File: src/rtl/game_state_engine.sv
// Game-logic core: pacman/ghost positions, movement with clamping, collision
// detection and the lives / death / game-over state machine.
module game_state_engine #(
  parameter int unsigned NUM_GHOSTS  = 4,
  parameter int unsigned X_W         = 11,
  parameter int unsigned Y_W         = 10,
  parameter int unsigned STEP        = 1,
  parameter int unsigned X_MIN       = 0,
  parameter int unsigned X_MAX       = 1279,
  parameter int unsigned Y_MIN       = 0,
  parameter int unsigned Y_MAX       = 1023,
  parameter int unsigned HIT_DIST    = 16,
  parameter int unsigned GHOST_DIV   = 2,
  parameter int unsigned LIVES_INIT  = 3,
  parameter int unsigned DEATH_TICKS = 8,
  parameter int unsigned PAC_RST_X   = 967,
  parameter int unsigned PAC_RST_Y   = 66,
  parameter logic [NUM_GHOSTS*X_W-1:0] GHOST_RST_X = {11'd615, 11'd503, 11'd615, 11'd663},
  parameter logic [NUM_GHOSTS*Y_W-1:0] GHOST_RST_Y = {10'd370, 10'd66, 10'd258, 10'd434}
) (
  input  logic                      clk,
  input  logic                      rst,
  input  logic                      move_tick,
  input  logic                      start,
  input  logic                      pause,
  input  logic [3:0]                pacman_move_dir,
  input  logic [NUM_GHOSTS*4-1:0]   ghost_move_dir,
  output logic [X_W-1:0]            pacman_pos_x,
  output logic [Y_W-1:0]            pacman_pos_y,
  output logic [NUM_GHOSTS*X_W-1:0] ghost_pos_x,
  output logic [NUM_GHOSTS*Y_W-1:0] ghost_pos_y,
  output logic [NUM_GHOSTS*4-1:0]   ghost_prev_dir,
  output logic                      pacman_is_dead,
  output logic [2:0]                lives,
  output logic [1:0]                game_state
);

  localparam int unsigned GDIV_W = (GHOST_DIV > 1) ? $clog2(GHOST_DIV) : 1;
  localparam int unsigned DCNT_W = (DEATH_TICKS > 1) ? $clog2(DEATH_TICKS) : 1;

  localparam logic [3:0] DIR_RIGHT = 4'b0001;
  localparam logic [3:0] DIR_UP    = 4'b0010;
  localparam logic [3:0] DIR_DOWN  = 4'b0100;
  localparam logic [3:0] DIR_LEFT  = 4'b1000;

  typedef enum logic [1:0] {
    ST_IDLE  = 2'd0,
    ST_PLAY  = 2'd1,
    ST_DYING = 2'd2,
    ST_OVER  = 2'd3
  } state_e;

  state_e                           state_q;
  logic [2:0]                       lives_q;
  logic                             dead_q;
  logic [X_W-1:0]                   pac_x_q, pac_x_d;
  logic [Y_W-1:0]                   pac_y_q, pac_y_d;
  logic [NUM_GHOSTS-1:0][X_W-1:0]   gh_x_q, gh_x_d;
  logic [NUM_GHOSTS-1:0][Y_W-1:0]   gh_y_q, gh_y_d;
  logic [NUM_GHOSTS-1:0][3:0]       gh_prev_q, gh_prev_d;
  logic [GDIV_W-1:0]                gdiv_q;
  logic [DCNT_W-1:0]                dcnt_q;
  logic                             hit_c;

  // Moves are computed one bit wider so the clamp never sees a wrapped value.
  function automatic logic [X_W-1:0] step_x(input logic [X_W-1:0] x, input logic [3:0] dir);
    logic [X_W:0] xe;
    xe     = {1'b0, x};
    step_x = x;
    if (dir == DIR_RIGHT) begin
      xe     = xe + (X_W+1)'(STEP);
      step_x = (xe > (X_W+1)'(X_MAX)) ? X_W'(X_MAX) : xe[X_W-1:0];
    end else if (dir == DIR_LEFT) begin
      step_x = (xe < (X_W+1)'(X_MIN + STEP)) ? X_W'(X_MIN) : X_W'(xe - (X_W+1)'(STEP));
    end
  endfunction

  function automatic logic [Y_W-1:0] step_y(input logic [Y_W-1:0] y, input logic [3:0] dir);
    logic [Y_W:0] ye;
    ye     = {1'b0, y};
    step_y = y;
    if (dir == DIR_DOWN) begin
      ye     = ye + (Y_W+1)'(STEP);
      step_y = (ye > (Y_W+1)'(Y_MAX)) ? Y_W'(Y_MAX) : ye[Y_W-1:0];
    end else if (dir == DIR_UP) begin
      step_y = (ye < (Y_W+1)'(Y_MIN + STEP)) ? Y_W'(Y_MIN) : Y_W'(ye - (Y_W+1)'(STEP));
    end
  endfunction

  function automatic logic [X_W-1:0] abs_dx(input logic [X_W-1:0] a, input logic [X_W-1:0] b);
    return (a > b) ? (a - b) : (b - a);
  endfunction

  function automatic logic [Y_W-1:0] abs_dy(input logic [Y_W-1:0] a, input logic [Y_W-1:0] b);
    return (a > b) ? (a - b) : (b - a);
  endfunction

  // Candidate positions if a move were applied this edge; invalid vectors hold.
  always_comb begin
    pac_x_d = step_x(pac_x_q, pacman_move_dir);
    pac_y_d = step_y(pac_y_q, pacman_move_dir);
    for (int unsigned i = 0; i < NUM_GHOSTS; i++) begin
      gh_x_d[i]    = step_x(gh_x_q[i], ghost_move_dir[4*i +: 4]);
      gh_y_d[i]    = step_y(gh_y_q[i], ghost_move_dir[4*i +: 4]);
      gh_prev_d[i] = $onehot(ghost_move_dir[4*i +: 4]) ? ghost_move_dir[4*i +: 4] : gh_prev_q[i];
    end
  end

  always_comb begin
    hit_c = 1'b0;
    for (int unsigned i = 0; i < NUM_GHOSTS; i++) begin
      if ((abs_dx(pac_x_q, gh_x_q[i]) < X_W'(HIT_DIST)) &&
          (abs_dy(pac_y_q, gh_y_q[i]) < Y_W'(HIT_DIST))) begin
        hit_c = 1'b1;
      end
    end
  end

  always_ff @(posedge clk or negedge rst) begin
    if (!rst) begin
      state_q   <= ST_IDLE;
      lives_q   <= 3'd0;
      dead_q    <= 1'b0;
      pac_x_q   <= X_W'(PAC_RST_X);
      pac_y_q   <= Y_W'(PAC_RST_Y);
      gh_x_q    <= GHOST_RST_X;
      gh_y_q    <= GHOST_RST_Y;
      gh_prev_q <= '0;
      gdiv_q    <= '0;
      dcnt_q    <= '0;
    end else begin
      dead_q <= 1'b0;
      case (state_q)
        ST_IDLE, ST_OVER: begin
          if (start) begin
            state_q   <= ST_PLAY;
            lives_q   <= 3'(LIVES_INIT);
            pac_x_q   <= X_W'(PAC_RST_X);
            pac_y_q   <= Y_W'(PAC_RST_Y);
            gh_x_q    <= GHOST_RST_X;
            gh_y_q    <= GHOST_RST_Y;
            gh_prev_q <= '0;
            gdiv_q    <= '0;
          end
        end
        ST_PLAY: begin
          // A collision takes priority over any move on the same edge.
          if (!pause) begin
            if (hit_c) begin
              state_q <= ST_DYING;
              lives_q <= lives_q - 3'd1;
              dcnt_q  <= '0;
              dead_q  <= 1'b1;
            end else if (move_tick) begin
              pac_x_q <= pac_x_d;
              pac_y_q <= pac_y_d;
              if (gdiv_q == GDIV_W'(GHOST_DIV - 1)) begin
                gh_x_q    <= gh_x_d;
                gh_y_q    <= gh_y_d;
                gh_prev_q <= gh_prev_d;
                gdiv_q    <= '0;
              end else begin
                gdiv_q <= gdiv_q + GDIV_W'(1);
              end
            end
          end
        end
        ST_DYING: begin
          if (move_tick) begin
            if (dcnt_q == DCNT_W'(DEATH_TICKS - 1)) begin
              if (lives_q == 3'd0) begin
                state_q <= ST_OVER;
              end else begin
                state_q <= ST_PLAY;
                pac_x_q <= X_W'(PAC_RST_X);
                pac_y_q <= Y_W'(PAC_RST_Y);
                gh_x_q  <= GHOST_RST_X;
                gh_y_q  <= GHOST_RST_Y;
                gdiv_q  <= '0;
              end
            end else begin
              dcnt_q <= dcnt_q + DCNT_W'(1);
            end
          end
        end
      endcase
    end
  end

  assign pacman_pos_x   = pac_x_q;
  assign pacman_pos_y   = pac_y_q;
  assign ghost_pos_x    = gh_x_q;
  assign ghost_pos_y    = gh_y_q;
  assign ghost_prev_dir = gh_prev_q;
  assign pacman_is_dead = dead_q;
  assign lives          = lives_q;
  assign game_state     = state_q;

endmodule

File: config.mk
export PLATFORM = sky130hd
export DESIGN_NAME = game_state_engine
export DESIGN_NICKNAME = d
export VERILOG_FILES = /design/src/rtl/game_state_engine.sv
export SDC_FILE = /design/constraint.sdc
export NUM_CORES = 1
export LEC_CHECK = 0
export CORE_ASPECT_RATIO = 1.4
export CORE_MARGIN = 3
export CORE_UTILIZATION = 50
export CTS_BUF_LIST = sky130_fd_sc_hd__clkbuf_4
export CTS_CLUSTER_SIZE = 20
export DETAILED_ROUTE_END_ITERATION = 16
export GPL_ROUTABILITY_DRIVEN = 0
export PLACE_DENSITY = 0.66
export SLEW_MARGIN = 5
export SYNTH_ARGS = -nofsm -noshare
export SYNTH_HDL_FRONTEND = slang
export SYNTH_SLANG_ARGS = --single-unit
File: constraint.sdc
create_clock -name clk -period 5 [get_ports clk]
set_input_delay 0.75 -clock clk [delete_from_list [all_inputs] [get_ports clk]]
set_output_delay 0.75 -clock clk [all_outputs]
set_load 0.005 [all_outputs]
==> results.txt, run 1 <==
The run finished with clean final reports. For this run, the leading register cell type out of synthesis is dfrtp_1. Using the TritonRoute via totals, the vias-per-cell ratio works out to 6.64. The final non-filler cell area came out at 0.0204 sq mm. The cell sitting at the root of the clock tree is a clkbuf_4.

The register bit total from synthesis was 131. The wire length of the first global-routing pass came out at 103000 um. The top cell types in the final layout, fill and taps aside, are nand2_1 (236), ha_1 (211), a21oi_1 (198).

The leading cell type in the layout, fill and taps excluded was nand2_1. Across all hold checks on the routed design, the worst slack comes to 0.0550 ns. In this run the worst path has a maximum fanout of 7. Counting flops with a built-in enable in the synthesized netlist gives 0. The type of the tightest min-delay check was input pin to asynchronous set/reset pin.

The clock-pin slew on the worst setup and hold paths works out to 0.15 ns. The endpoint identified for the worst register-to-register timing path is ghost_pos_x[20]$_DFFE_PN1P_. At the worst endpoint, the arrival time is 5.38 ns. Across the routed clock network, the largest skew measured is 0.0284 ns. Of the synthesized area, sequential elements account for 18.7%. The number of nets in the synthesized netlist is 2654. STA classifies the critical path endpoint as a register. The worst-case IR drop observed on VDD is 0.421 mV.

The total power was 13.8 mW. Synthesis-to-layout area growth: 14.6%. Setup repair after global routing left no endpoint under its margin.

The total routing resource utilization after global routing is 33.0%. Entering global routing, the biggest net connects 65 pins. The count of cell types in the netlist is 98.

In the final layout, the multi-input gates occupy 0.0134 sq mm. The clock drives 131 sinks. The cell internal power dissipation is 6.40 mW. Headroom to the max-slew limit came out at 12.2%. Summed over all nets, the half-perimeter wirelength after detailed placement is 49000 um. The synthesized instance count was 2413; the share of final-layout standard cells stronger than drive strength 1 was 8.80%.

The first detailed-routing pass took 6 iterations. Summing every instance area after synthesis gives 0.0178 sq mm. For this design the top-level I/O count stands at 152. The number of cells traversed by the worst register-to-register path works out to 17. Dividing total power by cell area gives a power density of 676 mW/mm^2. Net switching is 53.7% of the power. Registers take 0.00334 sq mm.

The transition at the pin with the smallest max-transition slack is 1.30 ns. For the worst setup path, the data required time is 5.62 ns. The final hold violation count was 0; the number of placement rows was 81. The floorplan die height was 230 um. At the end of the flow, the number of nets in the layout was 2786. Start of the worst register-to-register path: pacman_pos_y[6]$_DFFE_PN1P_. In this run the horizontal extent of the chip is 166 um. The setup path with the least slack is of type register to register.

The final routed DRC violation total is 0. Kind of start point of the critical path: a register. The total via count in the routed design is 20000, and the slack of the worst reg-to-reg path is 0.24 ns. Detailed-route wire length: 65300 um.

In this run the mean area of a mapped cell was 7.39 sq um. Counting the buffers created by CTS gives 17. The wire length per cell was 21.7 um. The combinational cell fraction of total power was 76.2%; the part of the cycle the worst path needs was 95.2%.

CTS built an H-tree with a depth of 4. The total overflow left after global routing is 0. The tools report the initial antenna violation count as 1.

For this design the static power due to leakage is 8.84 nW. The placed instances occupy a cell area of 0.0201 sq mm. For the count of max-cap constraint violations, the log shows 0.

The count of synthesis-stage warnings from yosys was 0. The total negative setup slack came out at 0 ns. The logs give 0 for the count of antenna-violating nets left after detailed routing and 19100 for the via count of the first global-routing pass. The clock network is responsible for 7.0% of the overall power. For the area enclosed by the die boundary, the log shows 0.0380 sq mm.

TritonCTS built the clock tree. The core outline area is 0.0351 sq mm, and the effective utilization at floorplan is 50.9%. The clock insertion delay at the later pin of the skew report is 0.67 ns, and the count of buffers from port buffering is 151. Derived from the worst setup path, the maximum achievable clock frequency is 210 MHz. The final count of pins violating max slew is 0, and the share of async-settable or async-resettable flops after synthesis is 100%. After filler insertion, the fill cell instance count of the layout stands at 3393.

In this run, flip-flops and latches consume 16.8% of the power. Setup violations remaining at the end of the flow were counted as 0. Violation count after the first detailed-route iteration: 1639. The total net switching power was 7.42 mW; the maximum root-to-sink buffer count was 2. The routed design could run at a clock period as short as 4.76 ns.
## per-layer routing
layer	share of wire (%)	track usage, %
met5	0	0
met4	5.9	18.4
met3	7.3	5.25
met2	48	58.2
met1	38	38.1
## power by group through the flow
stage | clock [mW] | combinational (mW) | sequential [mW]
after detailed placement | 0 | 10.3 | 2.33
after global routing | 1.02 | 11.5 | 2.38
after global placement | 0 | 10.1 | 2.32
after CTS | 0.977 | 10.3 | 2.30
final | 0.967 | 10.5 | 2.33
after floorplan | 0 | 7.11 | 2.09
## sequential cells by signal, summed over array words and instances (netlist names)
register / flops
ghost_pos_x: 44
ghost_pos_y: 40
ghost_prev_dir: 16
pacman_pos_x: 11
pacman_pos_y: 10
dcnt_q: 3
lives: 3
game_state: 2
gdiv_q: 1
pacman_is_dead: 1
## critical path, cell delays in order, from the launching register on
cell	delay, ns
dfstp_2	0.56
clkinv_1	0.22
buf_4	0.25
ha_1	0.31
buf_4	0.17
a21oi_1	0.25
nand2_1	0.08
o22ai_1	0.29
xnor2_1	0.11
a21o_1	0.15
a2111oi_0	0.54
nand4b_1	0.24
nor4_4	0.36
nor4_4	0.11
buf_4	0.20
and2_1	0.24
o21ai_1	0.43
a211o_1	0.19
## what timing repair did
action	4_1_cts	5_1_grt
buffers inserted	0	2
setup endpoints to repair	0	68
hold buffers	0	0
resized for setup	0	3
## metrics by stage
step                instances  utilization (%)  setup slack, ns
floorplan                2413                -            0.527
global route             3015             58.3           0.0318
CTS                      3012             58.2           0.0507
finish                   3016             58.3            0.239
detailed placement       2980             57.2            0.113
global placement         2980             57.2            0.272
## synth_stat cells (all sizes together), types with 42 or more instances
cell    instances  area share (%)
dfrtp          82              11
nand3         121             3.4
o21ai         167             4.8
ha            212              15
xnor2          53             2.6
a21o           42             1.8
dfstp          49             7.2
mux2i          45             2.5
nor2          189             4.0
a21oi         202             5.8
clkbuf         93             2.0
inv           159             3.3
a31oi          56             2.0
nor3           82             2.3
nand2         237             5.0
## worst max path at each step
stage / from / to / slack [ns] / cells after the start
floorplan: pacman_pos_x[8]$_DFFE_PN1P_ / ghost_pos_x[32]$_DFFE_PN0P_ / 0.53 / 19
global placement: pacman_pos_y[2]$_DFFE_PN0P_ / pacman_pos_y[3]$_DFFE_PN0P_ / 0.27 / 15
detailed placement: pacman_pos_x[7]$_DFFE_PN1P_ / ghost_pos_x[13]$_DFFE_PN1P_ / 0.11 / 15
CTS: pacman_pos_y[6]$_DFFE_PN1P_ / pacman_pos_y[3]$_DFFE_PN0P_ / 0.05 / 15
global route: pacman_pos_y[6]$_DFFE_PN1P_ / ghost_pos_y[23]$_DFFE_PN0P_ / 0.03 / 16
finish: pacman_pos_y[6]$_DFFE_PN1P_ / ghost_pos_x[20]$_DFFE_PN1P_ / 0.24 / 17
## kinds of logic (layout without fill, tap and decap cells)
family / Yosys count / in the layout / share of synthesized area [%]
compound gates: 795 / 795 / 29.6
xor+xnor: 72 / 72 / 3.53
fa+ha+maj: 216 / 216 / 15.3
buf+inv: 282 / 427 / 6.26
flops: 131 / 131 / 18.7
mux: 53 / 53 / 3.03
other cells: 0 / 2 / 0
simple gates: 864 / 864 / 23.6
## cell type report
type / count / share of cell area (%)
Clock inverter: 13 / 1.01
Multi-Input combinational cell: 2000 / 65.7
Sequential cell: 131 / 16.3
Tap cell: 456 / 2.79
Antenna cell: 2 / 0.0245
Timing Repair Buffer: 232 / 10.4
Inverter: 163 / 2.99
Clock buffer: 19 / 0.698
Power figures use the tool's default switching activity.
==> run 2: changes to the inputs <==
SETUP_SLACK_MARGIN = 0.05   (was default)
==> results.txt, run 2 (synthesis gave the netlist of run 1 again) <==
The floorplan die height was 230 um (unchanged). The area enclosed by the die boundary was 0.0380 sq mm (unchanged). The count of antenna-violating nets left after detailed routing is 0 (unchanged), and the violation count after the first detailed-route iteration is 1689 (+3.1%). The total routing resource utilization after global routing came out at 33.0% (unchanged). For the clock insertion delay at the later pin of the skew report, the log shows 0.67 ns (about the same). The number of buffers and inverters on the critical path is 2 (-2). Number of detailed-routing iterations run before antenna repair: 7 (+1). The final non-filler cell area is 0.0205 sq mm (about the same), and the wire length of the first global-routing pass is 103000 um (unchanged).

The number of clock sinks seen by CTS came out at 131 (unchanged). The transition at the pin with the smallest max-transition slack was 1.30 ns (-0.00275 ns). In the layout the commonest cells are nand2_1 (236), ha_1 (211), a21oi_1 (198).

The level count of the clock H-tree is 4 (unchanged), and the power per cell area is 677 mW/mm^2 (+0.13%). For the detailed-route wire length, the log shows 65400 um (about the same). The start of the worst register-to-register path is pacman_pos_y[2]$_DFFE_PN0P_. TritonCTS built the clock tree. The global-route congestion overflow total was 0 (unchanged). Peak fanout along the critical path: 11 (+4).

For the critical path required time, the log shows 5.62 ns (about the same). The largest voltage drop on the vdd net is 0.420 mV (-0.11%). The die boundary width works out to 166 um (unchanged). The logs give 2786 (unchanged) for the number of nets in the final layout and 0.0240 ns (-0.00439 ns) for the largest clock skew in the final design. The min-delay analysis places its worst path in the category input pin to asynchronous set/reset pin. The run gives 17 (unchanged) as the number of buffers added by the clock tree synthesis step.

For the achievable clock frequency, the log shows 208 MHz (-0.91%). The number of vias per cell is 6.64 (about the same). Number of top-level pins: 152 (unchanged). The run gives 0.0201 sq mm (unchanged) as the total cell area at the placement stage. The tools report the leakage power figure as 8.85 nW (about the same). The worst register-to-register path ends at ghost_pos_x[20]$_DFFE_PN1P_.

The cell family contributing the most delay on the critical path is simple AND/OR/NAND/NOR gates. The number of stages on the worst setup path was 15 (-2). Type of element capturing the critical path: a register. The effective utilization at floorplan came out at 50.9% (unchanged). The logs give 0 (unchanged) for the count of max-cap constraint violations and 12.4% (+0.19 points) for the headroom to the max-slew limit. The wire length per cell works out to 21.7 um (about the same).

The run gives 65 (unchanged) as the maximum number of pins on one net before global-route repair. The slowest cell on the critical path is ha_1. For the final hold violation count, the log shows 0 (unchanged). The tools report the setup-violating endpoint count in the final report as 0 (unchanged). The number of placement rows was 81 (unchanged); the clock-pin slew on the worst setup and hold paths was 0.15 ns (about the same).

The initial antenna violation count was 1 (unchanged). The number of cells traversed by the worst register-to-register path came out at 15 (-2). The via count of the first global-routing pass was 19100 (unchanged).

Part of the cycle the worst path needs: 96.1% (+0.87 points). The number of flip-flops in the largest register is 44 (unchanged), and the data arrival at the endpoint of the critical path is 5.43 ns (+0.05 ns). The highest cell delay on the worst timing path works out to 0.50 ns (-0.06 ns). The final count of pins violating max slew is 0 (unchanged). STA classifies the critical path startpoint as a register.

The final routed DRC violation total was 0 (unchanged); the share of final-layout standard cells stronger than drive strength 1 was 8.80% (unchanged). The count of buffers from port buffering is 151 (unchanged), and the shortest period the worst path allows is 4.80 ns (+0.0435 ns). The worst setup path is of the register to register kind. Maximum root-to-sink buffer count: 2 (unchanged). The total power is 13.9 mW (+0.22%). The tree is rooted in a clkbuf_4. The leading cell type in the layout, fill and taps excluded was nand2_1. The synthesis-to-layout area growth was 14.6% (about the same). The core outline area came out at 0.0351 sq mm (unchanged). The sum of net half-perimeters after detailed placement was 49000 um (unchanged). Traced cell by cell, the critical path runs through clkinv_1 > ha_1 > nand4_1 > o21ba_2 > o311a_1 > or4_1 > and3_1 > a2111oi_1 > nand4_1 > nor4_4 > nor4_4 > buf_4 > and2_1 > o21ai_1 > a211o_1.

The total via count in the routed design is 20000 (+0.095%), and the slack of the worst reg-to-reg path is 0.20 ns (-0.04 ns). The run finished with clean final reports.
## run 2: worst max path at each step
| stage | startpoint | to | slack, ns |
|---|---|---|---|
| 4_1_cts | pacman_pos_y[6]$_DFFE_PN1P_ | pacman_pos_y[3]$_DFFE_PN0P_ | 0.05 |
| 3_5_place_dp | pacman_pos_x[7]$_DFFE_PN1P_ | ghost_pos_x[13]$_DFFE_PN1P_ | 0.11 |
| 5_1_grt | pacman_pos_y[6]$_DFFE_PN1P_ | ghost_pos_y[2]$_DFFE_PN0P_ | -0.003 |
| 3_3_place_gp | pacman_pos_y[2]$_DFFE_PN0P_ | pacman_pos_y[3]$_DFFE_PN0P_ | 0.27 |
| 6_report | pacman_pos_y[2]$_DFFE_PN0P_ | ghost_pos_x[20]$_DFFE_PN1P_ | 0.20 |
| 2_1_floorplan | pacman_pos_x[8]$_DFFE_PN1P_ | ghost_pos_x[32]$_DFFE_PN0P_ | 0.53 |
## run 2: repair_timing
item / 4_1_cts / 5_1_grt
hold buffers: 0 / 0
resized for setup: 0 / 6
buffers inserted: 0 / 2
setup endpoints to repair: 0 / 91
## run 2: area by class of cell
type / instances / area, sq um
inverters: 163 / 612
multi-input cells: 2000 / 13400
fillers: 3393 / 14600
diodes: 2 / 5.00
clock buffers: 19 / 143
clock inverters: 13 / 206
flip-flops and latches: 131 / 3340
well taps: 456 / 571
repair buffers: 232 / 2130
## run 2: metal layers
layer,track usage [%],up-vias,wire length [um]
li1,-,9232,-
met1,38.1,9536,24900
met4,18.4,0,3800
met2,58.2,996,31900
met3,5.25,267,4770
met5,0,-,0
## run 2: where the power goes
group          switching [mW]  total, mW  internal [mW]
Combinational            6.16       10.6           4.40
Sequential              0.778       2.33           1.55
Clock                   0.505      0.964          0.459
## run 2: stage by stage
| stage | hold slack (ns) | util [%] | instances | TNS [ns] | setup WS [ns] |
|---|---|---|---|---|---|
| detailed placement | 0.508 | 57.2 | 2980 | 0 | 0.113 |
| global route | 0.0921 | 58.3 | 3015 | -0.00288 | -0.00288 |
| finish | 0.0550 | 58.3 | 3016 | 0 | 0.196 |
| global placement | 0.497 | 57.2 | 2980 | 0 | 0.272 |
| floorplan | 0.454 | - | 2413 | 0 | 0.527 |
| CTS | 0.0525 | 58.2 | 3012 | 0 | 0.0507 |
